File: src/rtl/shift_count_sched.sv
// shift_count_sched: run-length scheduler for a 2-bit add counter and a wide
// 2-bit-per-step shift register. Runs commanded bursts of exactly len steps,
// with pause, abort and clear control, and pulses done when a burst completes.
//
// Ports:
//   clk, rst_n      rising-edge clock, synchronous active-low reset
//   start, len      burst request and length in steps (sampled in IDLE only)
//   pause           hold the datapath while running
//   abort           end a burst early, without a done pulse
//   clear           zero the datapath (honoured in IDLE only)
//   busy, done      decoded from state: busy in RUN/DONE, done in DONE
//   step            high in any cycle where the datapath advances
//   counter_add     add counter
//   counter_shift   shift register, two ones shifted in per step
//   full            counter_shift is all ones
//   remain          steps still to execute
//   wrap_cnt        count of counter_add wraps from max to 0
module shift_count_sched #(
    parameter int unsigned SHIFT_W = 127,
    parameter int unsigned CNT_W   = 2,
    parameter int unsigned LEN_W   = 16,
    parameter int unsigned WRAP_W  = 8
) (
    input  logic               clk,
    input  logic               rst_n,
    input  logic               start,
    input  logic [LEN_W-1:0]   len,
    input  logic               pause,
    input  logic               abort,
    input  logic               clear,
    output logic               busy,
    output logic               done,
    output logic               step,
    output logic [CNT_W-1:0]   counter_add,
    output logic [SHIFT_W-1:0] counter_shift,
    output logic               full,
    output logic [LEN_W-1:0]   remain,
    output logic [WRAP_W-1:0]  wrap_cnt
);

    typedef enum logic [1:0] {
        IDLE = 2'd0,
        RUN  = 2'd1,
        DONE = 2'd2
    } state_t;

    state_t state;
    logic [SHIFT_W-1:0] shift_next;

    // Next shift value: shift left by two and fill with ones.
    if (SHIFT_W > 2) begin : g_wide
        assign shift_next = {counter_shift[SHIFT_W-3:0], 2'b11};
    end else begin : g_narrow
        assign shift_next = '1;
    end

    // Status decode; abort outranks pause, and both suppress the step.
    assign step = (state == RUN) && !abort && !pause;
    assign busy = (state == RUN) || (state == DONE);
    assign done = (state == DONE);
    assign full = &counter_shift;

    // Control FSM and datapath registers.
    always_ff @(posedge clk) begin
        if (!rst_n) begin
            state         <= IDLE;
            counter_add   <= '0;
            counter_shift <= '0;
            remain        <= '0;
            wrap_cnt      <= '0;
        end else begin
            case (state)
                IDLE: begin
                    if (start) begin
                        if (len != '0) begin
                            remain <= len;
                            state  <= RUN;
                        end else begin
                            state  <= DONE;
                        end
                    end else if (clear) begin
                        counter_add   <= '0;
                        counter_shift <= '0;
                        wrap_cnt      <= '0;
                    end
                end
                RUN: begin
                    if (abort) begin
                        remain <= '0;
                        state  <= IDLE;
                    end else if (!pause) begin
                        counter_add   <= counter_add + CNT_W'(1);
                        counter_shift <= shift_next;
                        remain        <= remain - LEN_W'(1);
                        if (&counter_add) begin
                            wrap_cnt <= wrap_cnt + WRAP_W'(1);
                        end
                        if (remain == LEN_W'(1)) begin
                            state <= DONE;
                        end
                    end
                end
                DONE: begin
                    state <= IDLE;
                end
                default: begin
                    state <= IDLE;
                end
            endcase
        end
    end

endmodule

File: config.mk
export PLATFORM = sky130hd
export DESIGN_NAME = shift_count_sched
export DESIGN_NICKNAME = d
export VERILOG_FILES = /design/src/rtl/shift_count_sched.sv
export SDC_FILE = /design/constraint.sdc
export NUM_CORES = 1
export LEC_CHECK = 0
export CORE_MARGIN = 4
export CORE_UTILIZATION = 44
export CTS_BUF_LIST = sky130_fd_sc_hd__clkbuf_2
export CTS_CLUSTER_SIZE = 8
export DETAILED_ROUTE_END_ITERATION = 12
export PLACE_DENSITY = 0.82
export SYNTH_ARGS = -nofsm -noshare
export SYNTH_HDL_FRONTEND = slang
export SYNTH_SLANG_ARGS = --single-unit
File: constraint.sdc
create_clock -name clk -period 2.7 [get_ports clk]
set_clock_uncertainty 0.1 [all_clocks]
set_input_delay 0.54 -clock clk [delete_from_list [all_inputs] [get_ports clk]]
set_output_delay 0.54 -clock clk [all_outputs]
set_load 0.02 [all_outputs]
==> results of run 1 <==
## layout make-up
class | instances | area [sq um] | area share, %
Clock buffer | 10 | 50.0 | 0.825
Clock inverter | 6 | 93.8 | 1.55
Inverter | 11 | 41.3 | 0.680
Multi-Input combinational cell | 246 | 1810 | 29.8
Sequential cell | 92 | 1880 | 31.0
Tap cell | 129 | 161 | 2.66
Timing Repair Buffer | 207 | 2030 | 33.5
## worst max path at each step
stage | to | slack, ps | depth (start not counted)
2_1_floorplan | remain[0] | 700 | 8
6_report | full | 200 | 5
3_3_place_gp | step | 200 | 4
3_5_place_dp | wrap_cnt[0] | 190 | 8
5_1_grt | full | 70 | 5
4_1_cts | full | 0.2 | 5
## cells in the mapped netlist (2+ instances only)
cell	number	area [sq um]
dfxtp_1	92	1840
a22o_1	65	569
buf_4	64	480
nand4_1	23	144
nor2_1	20	75.1
a21oi_1	15	75.1
nand2_1	14	52.6
o21ai_0	14	70.1
inv_1	11	41.3
buf_2	9	45.0
nor4_1	9	56.3
buf_6	8	90.1
ha_1	7	87.6
xor2_1	7	61.3
a211oi_1	6	45.0
clkbuf_1	6	22.5
nor2b_1	6	37.5
and3_1	5	31.3
a221oi_1	4	35.0
nor3_1	4	20.0
nand2b_1	3	18.8
nor4b_1	3	26.3
o31ai_1	3	22.5
xnor2_1	3	26.3
and2_1	2	12.5
and4_1	2	17.5
nand3_1	2	10.0
nor3b_1	2	15.0
nor4_4	2	42.5
o21bai_1	2	15.0
o2bb2ai_1	2	17.5
## report_power, final
part           total, mW  leakage, nW  switching [mW]  internal (mW)
clock network      0.786       0.0831           0.468          0.319
logic               1.88         1.40            1.09          0.788
registers           1.67        0.758           0.197           1.48
total               4.34         2.24            1.76           2.58
## critical path: stages (launching register included)
cell	delay (ps)
dfxtp_4	430
nand4_1	130
nor4_2	290
buf_4	150
and4_1	170
buf_2	170
## per-stage QoR
step           std cells  setup slack [ps]  power [mW]  hold slack, ps
5_1_grt              701              67.4        4.60             451
3_5_place_dp         682               194        3.55             396
3_3_place_gp         682               202        3.50             390
4_1_cts              698             0.247        4.34             430
6_report             701               203        4.34             427
2_1_floorplan        436               697        2.96             391
## cell families (layout without fill, tap and decap cells)
family,after synthesis,after routing
AO/OA/AOI/OAI,126,126
AND/OR/NAND/NOR,102,102
adder cells (fa/ha/maj),7,7
multiplexers,1,1
flip-flops,92,92
buffers and inverters,98,234
XOR/XNOR,10,10
## metal layers
metal | up-vias | track usage (%) | share of wire, %
met5 | - | 0 | 0
met4 | 0 | 7.67 | 1.5
met3 | 15 | 5.66 | 9.4
met2 | 225 | 35.9 | 49
met1 | 1850 | 26.2 | 40
li1 | 1832 | - | -
## state kept, by name, indices dropped and copies added, names as in the netlist
signal         count
counter_add        2
counter_shift     64
remain            16
state              2
wrap_cnt           8
## timing repair
action                     in CTS  in global routing
setup buffers                   0                  3
gates resized for setup        14                 23
setup endpoints to repair       2                  2
==> results.md, run 1 <==
* Detailed placement HPWL at around 9.5 mm
* Worst Hold Depth at 1
* Largest family of logic cells by synthesized area: compound AO/OA/AOI/OAI gates
* Post-synth EDFFs at 0
* Ys flop type: dfxtp_1
* Most frequent cells in the layout: 175 x clkdlybuf4s50_1, 68 x dfxtp_1, 65 x a22o_1
* Htree depth at 3
* Clk_lat worst skew at 520 ps
* CP max FO at 4
* Initial DRC count at ~160
* Area after DPL at a little under 6000 sq um
* Area growth syn-to-layout at 40.9%
* Beginning of the worst hold path: counter_add[0]
* Placer Congestion at 0.937
* Core Area at 9370 sq um
* First-pass GRT wire length at between 15 and 20 mm
* Post-route design area at 6070 sq um
* TritonCTS clock tree: built
* FILL cells at 763
* GRT Total Usage at 21.3%
* Mapped cell area at 4310 sq um
* CP Capture Type: primary output
* IO Count at between 150 and 200
* FMAX at 0.401 GHz
* RSZ-0062 raised after global routing: false
* Startpoint types: flop
* Maximum VDD drop at a little under 0.7 mV
* Critical Path AT at around 1900 ps
* Final WL at around 13 mm
* Synthesized Nets at 465
* Crit path from: counter_shift[71]
* DRT Pass-1 Iters at 4
* Initial antenna violation count at 0
* Final period util at 92.5%
* # hold bufs at CTS at 0
* # DRC at 0
* Run status: finished, final reports clean
* Post-layout util at 64.8%
* Die Y-Extent at 107 microns
* Via density at 5.59
* Synth warn at 0
* Max_cap viols at 0
* Clock root buffer: clkbuf_2
* DRT antenna net count at 0
* Hold crit path type: reg -> reg
* Fin Setup TNS at 0 ps
* Adder-cell area share of the yosys netlist at 2.03%
* Compound-Gate Fraction of Synth Area at between 20% and 30%
* Async set-reset flop share out of synthesis at 0%
* Fin nets at 596
* Sequential area share after synthesis at 42.8%
* PD cells at 716 nW/um^2
* Yosys reg bits at 92
* Starting Density at 46.0%
* Worst reg-to-reg setup slack at 480 ps
* Hold Crit Endpoint: counter_add[0]
* Most common cell after layout, fill and taps aside: clkdlybuf4s50_1
* Total gr overflow at 0
* Largest net degree at the start of global routing at 66
* Share of cells above drive strength 1 at 14.5%
* CTS Sinks at 92
* Setup CP Type: reg -> out
* Reg2reg start: state[1]
* Slew @ Worst Pin at 615 ps
* Row count at 35
* DR vias at slightly below 4,000
* Rel. slew slack at between 50% and 60%
* Tmin final at 2500 ps
* Leakage at 2.24 nW
* Max Slew Vio Count at 0
* Hold Violations, Final at 0
* Mux cell area share after synthesis at 0.261%
* Reg2reg end: remain[0]
* Post-Syn Instances at about 440
* R2R depth at 7
* Final Setup Violations at 0
* Synth Area in XOR/XNOR at 2.03%
* Clock buffer depth at 2
* Clk pin slew, worst setup/hold paths at 260 ps
* WP data required at 2060 ps
* Avg Cell Area, Syn at 9.88 sq um
* WL per Instance at 18.3 microns
* Vias in the first global route at 3,741
* Simple-gate portion of the synthesized area at 14.1%
* TritonCTS Buffers at 9
* Antenna cells at 0
* Die area at 11,400 sq um
* Synth unique cells at 52
* IO buf count at 178
* Die Span X at 107 microns
Power figures use the tool's default switching activity.
==> run 2, diff against run 1 <==
--- a/config.mk
+++ b/config.mk
@@ -5,6 +5,7 @@
 export SDC_FILE = /design/constraint.sdc
 export NUM_CORES = 1
 export LEC_CHECK = 0
+export ABC_CLOCK_PERIOD_IN_PS = 2700
 export CORE_MARGIN = 4
 export CORE_UTILIZATION = 44
 export CTS_BUF_LIST = sky130_fd_sc_hd__clkbuf_2
==> results of run 2 <==
No change in the layout: final DEF, timing and power equal those of run 1.
